## src/rtl/cpu_pkg.sv

```systemverilog
// Shared CPU definitions: command one-hot indices, condition codes, NOP encoding,
// fetch FSM states and the instruction-class decoder used by the fetch/decode stage.
package cpu_pkg;

  localparam int CMD_W = 64;

  localparam logic [5:0] CMD_DP    = 6'd0;
  localparam logic [5:0] CMD_BX    = 6'd1;
  localparam logic [5:0] CMD_B     = 6'd2;
  localparam logic [5:0] CMD_BL    = 6'd3;
  localparam logic [5:0] CMD_LDR0  = 6'd4;
  localparam logic [5:0] CMD_LDR1  = 6'd5;
  localparam logic [5:0] CMD_STR0  = 6'd6;
  localparam logic [5:0] CMD_STR1  = 6'd7;
  localparam logic [5:0] CMD_SWP   = 6'd8;
  localparam logic [5:0] CMD_UNDEF = 6'd63;

  localparam logic [31:0] NOP_INSTR = 32'hE1A0_0000;

  typedef enum logic [3:0] {
    COND_EQ = 4'h0, COND_NE = 4'h1, COND_CS = 4'h2, COND_CC = 4'h3,
    COND_MI = 4'h4, COND_PL = 4'h5, COND_VS = 4'h6, COND_VC = 4'h7,
    COND_HI = 4'h8, COND_LS = 4'h9, COND_GE = 4'hA, COND_LT = 4'hB,
    COND_GT = 4'hC, COND_LE = 4'hD, COND_AL = 4'hE, COND_NV = 4'hF
  } cond_e;

  typedef enum logic [1:0] {
    FS_IDLE  = 2'd0,
    FS_REQ   = 2'd1,
    FS_VALID = 2'd2
  } fetch_state_e;

  // Priority matters: BX and SWP live inside the DP encoding space and must win.
  // Register-offset transfers with bit4 set are media/undefined encodings.
  function automatic logic [CMD_W-1:0] decode_cmd(input logic [31:0] w);
    logic [CMD_W-1:0] c;
    c = '0;
    if (w[27:4] == 24'h12FFF1)
      c[CMD_BX] = 1'b1;
    else if (w[27:25] == 3'b101)
      c[w[24] ? CMD_BL : CMD_B] = 1'b1;
    else if (w[27:23] == 5'b00010 && w[21:20] == 2'b00 && w[11:4] == 8'h09)
      c[CMD_SWP] = 1'b1;
    else if (w[27:26] == 2'b01) begin
      if (w[25] && w[4])
        c[CMD_UNDEF] = 1'b1;
      else if (w[20])
        c[w[25] ? CMD_LDR1 : CMD_LDR0] = 1'b1;
      else
        c[w[25] ? CMD_STR1 : CMD_STR0] = 1'b1;
    end
    else if (w[27:26] == 2'b00)
      c[CMD_DP] = 1'b1;
    else
      c[CMD_UNDEF] = 1'b1;
    return c;
  endfunction

endpackage

```

## src/rtl/ir_fetch_decode_if.sv

```systemverilog
// Instruction-memory request/acknowledge bus between the fetch stage and imem.
interface ir_fetch_decode_if #(
  parameter int ADDR_W = 32
);
  logic              imem_req;
  logic [ADDR_W-1:0] imem_addr;
  logic              imem_ack;
  logic [31:0]       imem_rdata;

  modport master (output imem_req, imem_addr, input imem_ack, imem_rdata);
  modport slave  (input imem_req, imem_addr, output imem_ack, imem_rdata);
endinterface

```

## src/rtl/ir_fetch_decode_cond.sv

```systemverilog
// Condition evaluator: reports whether an instruction's condition field fails
// against the current NZCV flags.
module cond_check
  import cpu_pkg::*;
(
  input  logic [3:0] i_cond,
  input  logic [3:0] i_nzcv,
  output logic       o_fail
);

  logic w_n, w_z, w_c, w_v;
  logic w_pass;

  assign {w_n, w_z, w_c, w_v} = i_nzcv;

  always_comb begin
    w_pass = 1'b0;
    case (cond_e'(i_cond))
      COND_EQ: w_pass = w_z;
      COND_NE: w_pass = ~w_z;
      COND_CS: w_pass = w_c;
      COND_CC: w_pass = ~w_c;
      COND_MI: w_pass = w_n;
      COND_PL: w_pass = ~w_n;
      COND_VS: w_pass = w_v;
      COND_VC: w_pass = ~w_v;
      COND_HI: w_pass = w_c & ~w_z;
      COND_LS: w_pass = ~w_c | w_z;
      COND_GE: w_pass = (w_n == w_v);
      COND_LT: w_pass = (w_n != w_v);
      COND_GT: w_pass = ~w_z & (w_n == w_v);
      COND_LE: w_pass = w_z | (w_n != w_v);
      COND_AL: w_pass = 1'b1;
      COND_NV: w_pass = 1'b0;
      default: w_pass = 1'b0;
    endcase
  end

  assign o_fail = ~w_pass;

endmodule

```

## src/rtl/ir_fetch_decode.sv

```systemverilog
// Fetch/decode stage: fetches one word per write_ir request over a req/ack bus,
// latches it into the IR together with its decoded command and fields.
module ir_fetch_decode
  import cpu_pkg::*;
#(
  parameter int ADDR_W  = 32,
  parameter int TIMEOUT = 15
) (
  input  logic                     clk,
  input  logic                     rst_n,
  input  logic                     write_ir,
  input  logic [ADDR_W-1:0]        pc,
  input  logic [3:0]               nzcv,
  ir_fetch_decode_if.master        imem,
  output logic                     W_IR_valid,
  output logic                     fetch_err,
  output logic [CMD_W-1:0]         command,
  output logic [31:0]              ir,
  output logic                     rm_imm_s,
  output logic [1:0]               rs_imm_s,
  output logic [2:0]               SHIFT_OP,
  output logic [3:0]               ALU_OP,
  output logic                     S,
  output logic                     P,
  output logic                     U,
  output logic                     W,
  output logic [1:0]               v_type,
  output logic                     TTCC
);

  fetch_state_e      r_state, w_next;
  logic [3:0]        r_cnt;
  logic [ADDR_W-1:0] r_addr;
  logic [31:0]       r_ir;
  logic [CMD_W-1:0]  r_cmd;
  logic              r_fetch_err;
  logic              r_rm_imm_s, r_s, r_p, r_u, r_w;
  logic [1:0]        r_rs_imm_s, r_v_type;
  logic [2:0]        r_shift_op;
  logic [3:0]        r_alu_op;

  logic              w_timeout;
  logic              w_load;
  logic [CMD_W-1:0]  w_cmd;
  logic [31:0]       w_word;

  assign w_word    = imem.imem_rdata;
  assign w_cmd     = decode_cmd(w_word);
  assign w_load    = (r_state == FS_REQ) && imem.imem_ack;
  // The counter holds the number of ack-less REQ cycles already spent.
  assign w_timeout = (r_state == FS_REQ) && !imem.imem_ack && (r_cnt == 4'(TIMEOUT - 1));

  always_comb begin
    w_next = r_state;
    case (r_state)
      FS_IDLE:  if (write_ir) w_next = FS_REQ;
      FS_REQ: begin
        if (imem.imem_ack)  w_next = FS_VALID;
        else if (w_timeout) w_next = FS_IDLE;
      end
      FS_VALID: w_next = FS_IDLE;
      default:  w_next = FS_IDLE;
    endcase
  end

  always_ff @(posedge clk or negedge rst_n) begin
    if (!rst_n) begin
      r_state     <= FS_IDLE;
      r_cnt       <= '0;
      r_fetch_err <= 1'b0;
      r_addr      <= '0;
    end else begin
      r_state     <= w_next;
      r_fetch_err <= w_timeout;
      if (r_state == FS_REQ && !imem.imem_ack && !w_timeout)
        r_cnt <= r_cnt + 4'd1;
      else
        r_cnt <= '0;
      if (r_state == FS_IDLE && write_ir)
        r_addr <= pc;
    end
  end

  // IR and its decode are written together so they can never disagree.
  always_ff @(posedge clk or negedge rst_n) begin
    if (!rst_n) begin
      r_ir       <= NOP_INSTR;
      r_cmd      <= CMD_W'(1) << CMD_DP;
      r_rm_imm_s <= 1'b0;
      r_rs_imm_s <= '0;
      r_shift_op <= '0;
      r_alu_op   <= '0;
      r_s        <= 1'b0;
      r_p        <= 1'b0;
      r_u        <= 1'b0;
      r_w        <= 1'b0;
      r_v_type   <= '0;
    end else if (w_load) begin
      r_ir       <= w_word;
      r_cmd      <= w_cmd;
      r_rm_imm_s <= w_cmd[CMD_DP] & ~w_word[25];
      r_rs_imm_s <= w_cmd[CMD_DP] ? {w_word[25], w_word[4]} : 2'b00;
      r_shift_op <= w_word[6:4];
      r_alu_op   <= w_word[24:21];
      r_s        <= w_word[20];
      r_p        <= w_word[24];
      r_u        <= w_word[23];
      r_w        <= w_word[21];
      r_v_type   <= w_word[6:5];
    end
  end

  cond_check u_cond (
    .i_cond (r_ir[31:28]),
    .i_nzcv (nzcv),
    .o_fail (TTCC)
  );

  assign imem.imem_req  = (r_state == FS_REQ);
  assign imem.imem_addr = r_addr;
  assign W_IR_valid     = (r_state == FS_VALID);
  assign fetch_err      = r_fetch_err;
  assign command        = r_cmd;
  assign ir             = r_ir;
  assign rm_imm_s       = r_rm_imm_s;
  assign rs_imm_s       = r_rs_imm_s;
  assign SHIFT_OP       = r_shift_op;
  assign ALU_OP         = r_alu_op;
  assign S              = r_s;
  assign P              = r_p;
  assign U              = r_u;
  assign W              = r_w;
  assign v_type         = r_v_type;

endmodule

```

## src/flat_wrapper.sv

```systemverilog
// flat-port wrapper written by rule: the top's interface ports become plain ports
module ir_fetch_decode_flat import cpu_pkg::*;
#(
  parameter int ADDR_W  = 32,
  parameter int TIMEOUT = 15
)
  (clk, rst_n, write_ir, pc, nzcv, W_IR_valid, fetch_err, command, ir, rm_imm_s, rs_imm_s, SHIFT_OP, ALU_OP, S, P, U, W, v_type, TTCC, imem_imem_req, imem_imem_addr, imem_imem_ack, imem_imem_rdata);
  ir_fetch_decode_if #(.ADDR_W(ADDR_W)) imem_i ();
  input  logic clk;
  input  logic rst_n;
  input  logic write_ir;
  input  logic [ADDR_W-1:0] pc;
  input  logic [3:0] nzcv;
  output logic W_IR_valid;
  output logic fetch_err;
  output logic [CMD_W-1:0] command;
  output logic [31:0] ir;
  output logic rm_imm_s;
  output logic [1:0] rs_imm_s;
  output logic [2:0] SHIFT_OP;
  output logic [3:0] ALU_OP;
  output logic S;
  output logic P;
  output logic U;
  output logic W;
  output logic [1:0] v_type;
  output logic TTCC;
  output wire logic [$bits(imem_i.imem_req)-1:0] imem_imem_req;
  output wire logic [$bits(imem_i.imem_addr)-1:0] imem_imem_addr;
  input wire logic [$bits(imem_i.imem_ack)-1:0] imem_imem_ack;
  input wire logic [$bits(imem_i.imem_rdata)-1:0] imem_imem_rdata;
  assign imem_imem_req = imem_i.imem_req;
  assign imem_imem_addr = imem_i.imem_addr;
  assign imem_i.imem_ack = imem_imem_ack;
  assign imem_i.imem_rdata = imem_imem_rdata;
  ir_fetch_decode #(.ADDR_W(ADDR_W), .TIMEOUT(TIMEOUT)) u_core (.clk(clk), .rst_n(rst_n), .write_ir(write_ir), .pc(pc), .nzcv(nzcv), .imem(imem_i), .W_IR_valid(W_IR_valid), .fetch_err(fetch_err), .command(command), .ir(ir), .rm_imm_s(rm_imm_s), .rs_imm_s(rs_imm_s), .SHIFT_OP(SHIFT_OP), .ALU_OP(ALU_OP), .S(S), .P(P), .U(U), .W(W), .v_type(v_type), .TTCC(TTCC));
endmodule
```

## config.mk

```make
export PLATFORM = sky130hd
export DESIGN_NAME = ir_fetch_decode_flat
export DESIGN_NICKNAME = d
export VERILOG_FILES = /design/src/rtl/cpu_pkg.sv /design/src/rtl/ir_fetch_decode_if.sv /design/src/rtl/ir_fetch_decode_cond.sv /design/src/rtl/ir_fetch_decode.sv /design/src/flat_wrapper.sv
export SDC_FILE = /design/constraint.sdc
export NUM_CORES = 1
export LEC_CHECK = 0
export BUFFER_PORTS_ARGS = -buffer_cell sky130_fd_sc_hd__buf_2
export CAP_MARGIN = 20
export CORE_MARGIN = 2
export CORE_UTILIZATION = 48
export CTS_CLUSTER_SIZE = 28
export DETAILED_ROUTE_END_ITERATION = 6
export PLACE_DENSITY = 0.91
export SLEW_MARGIN = 15
export SYNTH_ARGS = -nofsm -noshare
export SYNTH_HDL_FRONTEND = slang
export SYNTH_SLANG_ARGS = --single-unit
```

## constraint.sdc

```tcl
create_clock -name clk -period 2.81 [get_ports clk]
set_input_delay 0.1405 -clock clk [delete_from_list [all_inputs] [get_ports clk]]
set_output_delay 0.1405 -clock clk [all_outputs]
set_load 0.02 [all_outputs]
```

==> summary.md <==
| Metric | Value |
|---|---|
| Die H | `95.70 um` |
| Later-pin clock latency in the skew report | `0.34 ns` |
| CP delay by family, top | `flip-flops` |
| Congestion Overflow GR | `0` |
| Layout net count | `630` |
| CP Launch Type | `register` |
| Clk buf depth | `2` |
| CTS Sinks | `87` |
| Critical Path AT | `1.79 ns` |
| Met3 Use GR | `3.211%` |
| Inserted Clock Buffers | `9` |
| Yosys cell types | `42` |
| Post-synth EDFFs | `0` |
| Final ANT Viol Nets | `0` |
| Crit path max-delay cell type | `dfstp_2` |
| PwrDens | `1052 nW/um2` |
| Pleak | `0.002749 uW` |
| Vias in the first global route | `2940` |
| Filler Cell Count | `690` |
| Met2 GRT Util | `32.81%` |
| Num ports | `220` |
| First-pass GRT wire length | `13980 um` |
| Setup Skew | `0.009784 ns` |
| Clock Pin Slew Worst Setup and Hold Paths | `0.08 ns` |
| Status | `complete, no violations` |
| Setup CP Type | `register to output port` |
| Largest net degree at the start of global routing | `88` |
| Crit path from | `u_core.ir[29]$_DFFE_PN1P_` |
| Yosys reg bits | `87` |
| Antenna violations before repair | `0` |
| DIE AREA | `9158 um2` |
| Crit path capture | `TTCC` |
| Slew @ Worst Pin | `0.5838 ns` |
| Worst-path maximum fanout | `8` |
| GR peak layer | `met2` |
| Via Count | `3135` |
| Iteration count of the initial detailed-routing pass | `4` |
| CTS tree | `done` |
| Place WS | `0.9410 ns` |
| Cell Area, Synth | `4036 um2` |
| Max-Cap Viols | `0` |
| Met1 Use GR | `25.58%` |
| Finished Core Util | `62.35%` |
| Setup bufs post-CTS | `0` |
| Number of vias per cell | `4.707` |
| RR Startpoint | `u_core.r_state[1]$_DFFE_PN0P_` |
| Hold Fails Final Rpt | `0` |
| Drt wl/cell | `14.02 um` |
| Diodes inserted | `0` |
| Fraction of layout cells with a size suffix above 1 | `41.35%` |
| Core Area | `8175 um2` |
| Syn Inst Count | `383` |
| Slew Limit Fails | `0` |
| Data required, critical path | `2.67 ns` |
| Mean area per synthesized cell | `10.54 um2` |
| Post-DP HPWL | `6771 um` |
| Total routed wirelength | `9334 um` |
| Slew Limit Headroom | `61.02%` |
| Area growth syn-to-layout | `26.29%` |
| Critical R2R Capture | `u_core.rm_imm_s$_DFFE_PN0P_` |
| CP Cell Sequence | `mux2i_1, xnor2_1, a22oi_1, o211ai_1, buf_2` |
| GRT Util Overall | `19.86%` |
| Max Fclk | `0.5179 GHz` |
| Sequential area share after synthesis | `54.15%` |
| Final setup violation count | `0` |
| Chip width | `95.70 um` |
| Root Driver | `clkbuf_8` |
| DRC violations left | `0` |
| HP Class | `input port to register` |
| Max incr delay on CP | `0.61 ns` |
| Port buffer count | `165` |
| Setup TNS | `0 ns` |
| R2r setup slk | `0.95 ns` |
| Period utilization | `68.71%` |
| Rows | `33` |
| Worst-case reg-to-reg path depth | `6` |
| Drt first-iter violations | `120` |
| Synth warn | `0` |
| Crit path time final | `1.931 ns` |
| Stages on worst setup path | `5` |
| RSZ-0062 raised after global routing | `no` |
| GP Congestion | `0.7998` |
| Buf/Inv on CP | `1` |
| Async SR Flop Fraction | `100.0%` |
| Synth Flop Type | `dfrtp_1` |
| Starting Density | `49.37%` |
| VDD IR max | `0.5023 mV` |
| Setup crit end kind | `output port` |
| Setup ws final | `0.8792 ns` |
| H-tree levels | `3` |
[report_power, final]
group          leakage, uW  switching, uW  internal (uW)
Clock             0.000110            428            526
Sequential         0.00106            325           1790
Combinational      0.00158           1480            818
[cell type report]
class	count	area, um2	area share [%]
clock buffer	11	141.4	2.774
sequential	87	2186	42.88
inverter	11	42.54	0.8346
clock inverter	5	81.33	1.595
tap	105	131.4	2.577
timing repair buffer	185	1041	20.42
multi-input combinational	262	1474	28.91
[tightest hold or removal path, stage by stage]
cell and delay [ns]:
buf_2 0.09, nand2_1 0.04, nand2_1 0.05
[cell usage after synthesis, types with 2 or more instances]
library cell	n	area, um2
buf_2	2	10.01
a21oi_1	2	10.01
mux2_2	32	360.4
nand2_1	107	401.6
nor2b_1	3	18.77
o21ai_2	2	17.52
buf_4	67	503.0
xor2_1	2	17.52
dfstp_2	7	183.9
o31ai_1	3	22.52
nor3_1	3	15.01
inv_1	9	33.78
ha_1	2	25.02
o41ai_1	4	35.03
nand4_1	3	18.77
xnor2_1	3	26.28
nor2_1	8	30.03
dfrtp_1	80	2002
nand3b_1	3	22.52
clkbuf_1	7	26.28
nand3_1	4	20.02
o21ai_0	10	50.05
[state kept, by name (all words and copies together) (netlist names)]
register               count
u_core.imem.imem_addr     32
u_core.ir                 29
u_core.command            10
u_core.ALU_OP              4
u_core.r_cnt               4
u_core.SHIFT_OP            2
u_core.r_state             2
u_core.rs_imm_s            2
u_core.fetch_err           1
u_core.rm_imm_s            1
[cells in the final DEF, fill, tap and decap left out, types with 4 or more instances in the layout]
cell and count:
buf_2 164, clkbuf_8 10, conb_1 54, dfrtp_1 80
dfstp_2 7, dlygate4sd3_1 17, inv_1 9, mux2_2 32
nand2_1 107, nand3_1 4, nor2_1 8, o21ai_0 10
o41ai_1 4
[stage by stage]
step / cells / total power (uW) / hold WS (ns) / cell area [um2]
global placement: 632 / 4333 / 0.3367 / 4677
CTS: 664 / 5407 / 0.002156 / 5060
finish: 666 / 5363 / 0.02031 / 5097
global route: 666 / 5706 / 0.006642 / 5097
floorplan: 436 / 3718 / -0.1551 / 4235
detailed placement: 632 / 4421 / 0.3345 / 4677
[worst min-delay path by stage]
stage	from	cells after the start	end
2_1_floorplan	rst_n	0	u_core.ALU_OP[0]$_DFFE_PN0P_
3_3_place_gp	imem_imem_rdata[0]	3	u_core.ir[0]$_DFFE_PN0P_
3_5_place_dp	imem_imem_rdata[31]	3	u_core.ir[31]$_DFFE_PN1P_
4_1_cts	pc[18]	2	u_core.imem.imem_addr[18]$_DFFE_PN0P_
5_1_grt	imem_imem_rdata[14]	3	u_core.ir[14]$_DFFE_PN0P_
6_report	imem_imem_rdata[16]	3	u_core.ir[16]$_DFFE_PN0P_
[logic make-up after synthesis]
group                      after synthesis  share of synthesized area, %
xor gates and xnor gates                 5                         1.085
adders and majority gates                2                        0.6199
buffers and inverters                   87                         14.41
DFF                                     87                         54.15
other                                    1                       0.09291
muxes                                   34                         9.455
AOI/OAI and AO/OA                       25                         4.123
and+or+nand+nor                        142                         16.06
[what timing repair did]
action,4_1_cts,5_1_grt
gates resized for setup,0,0
hold buffers,16,1
endpoints found under the hold margin,16,23
[metal layers]
layer  up-vias  routed length (um)
li1       1477                   -
met1      1525                3708
met2       111                4901
met3        22                 479
met4         0                 244
met5         -                   0
Note: power is estimated with default switching activity, not from simulation.
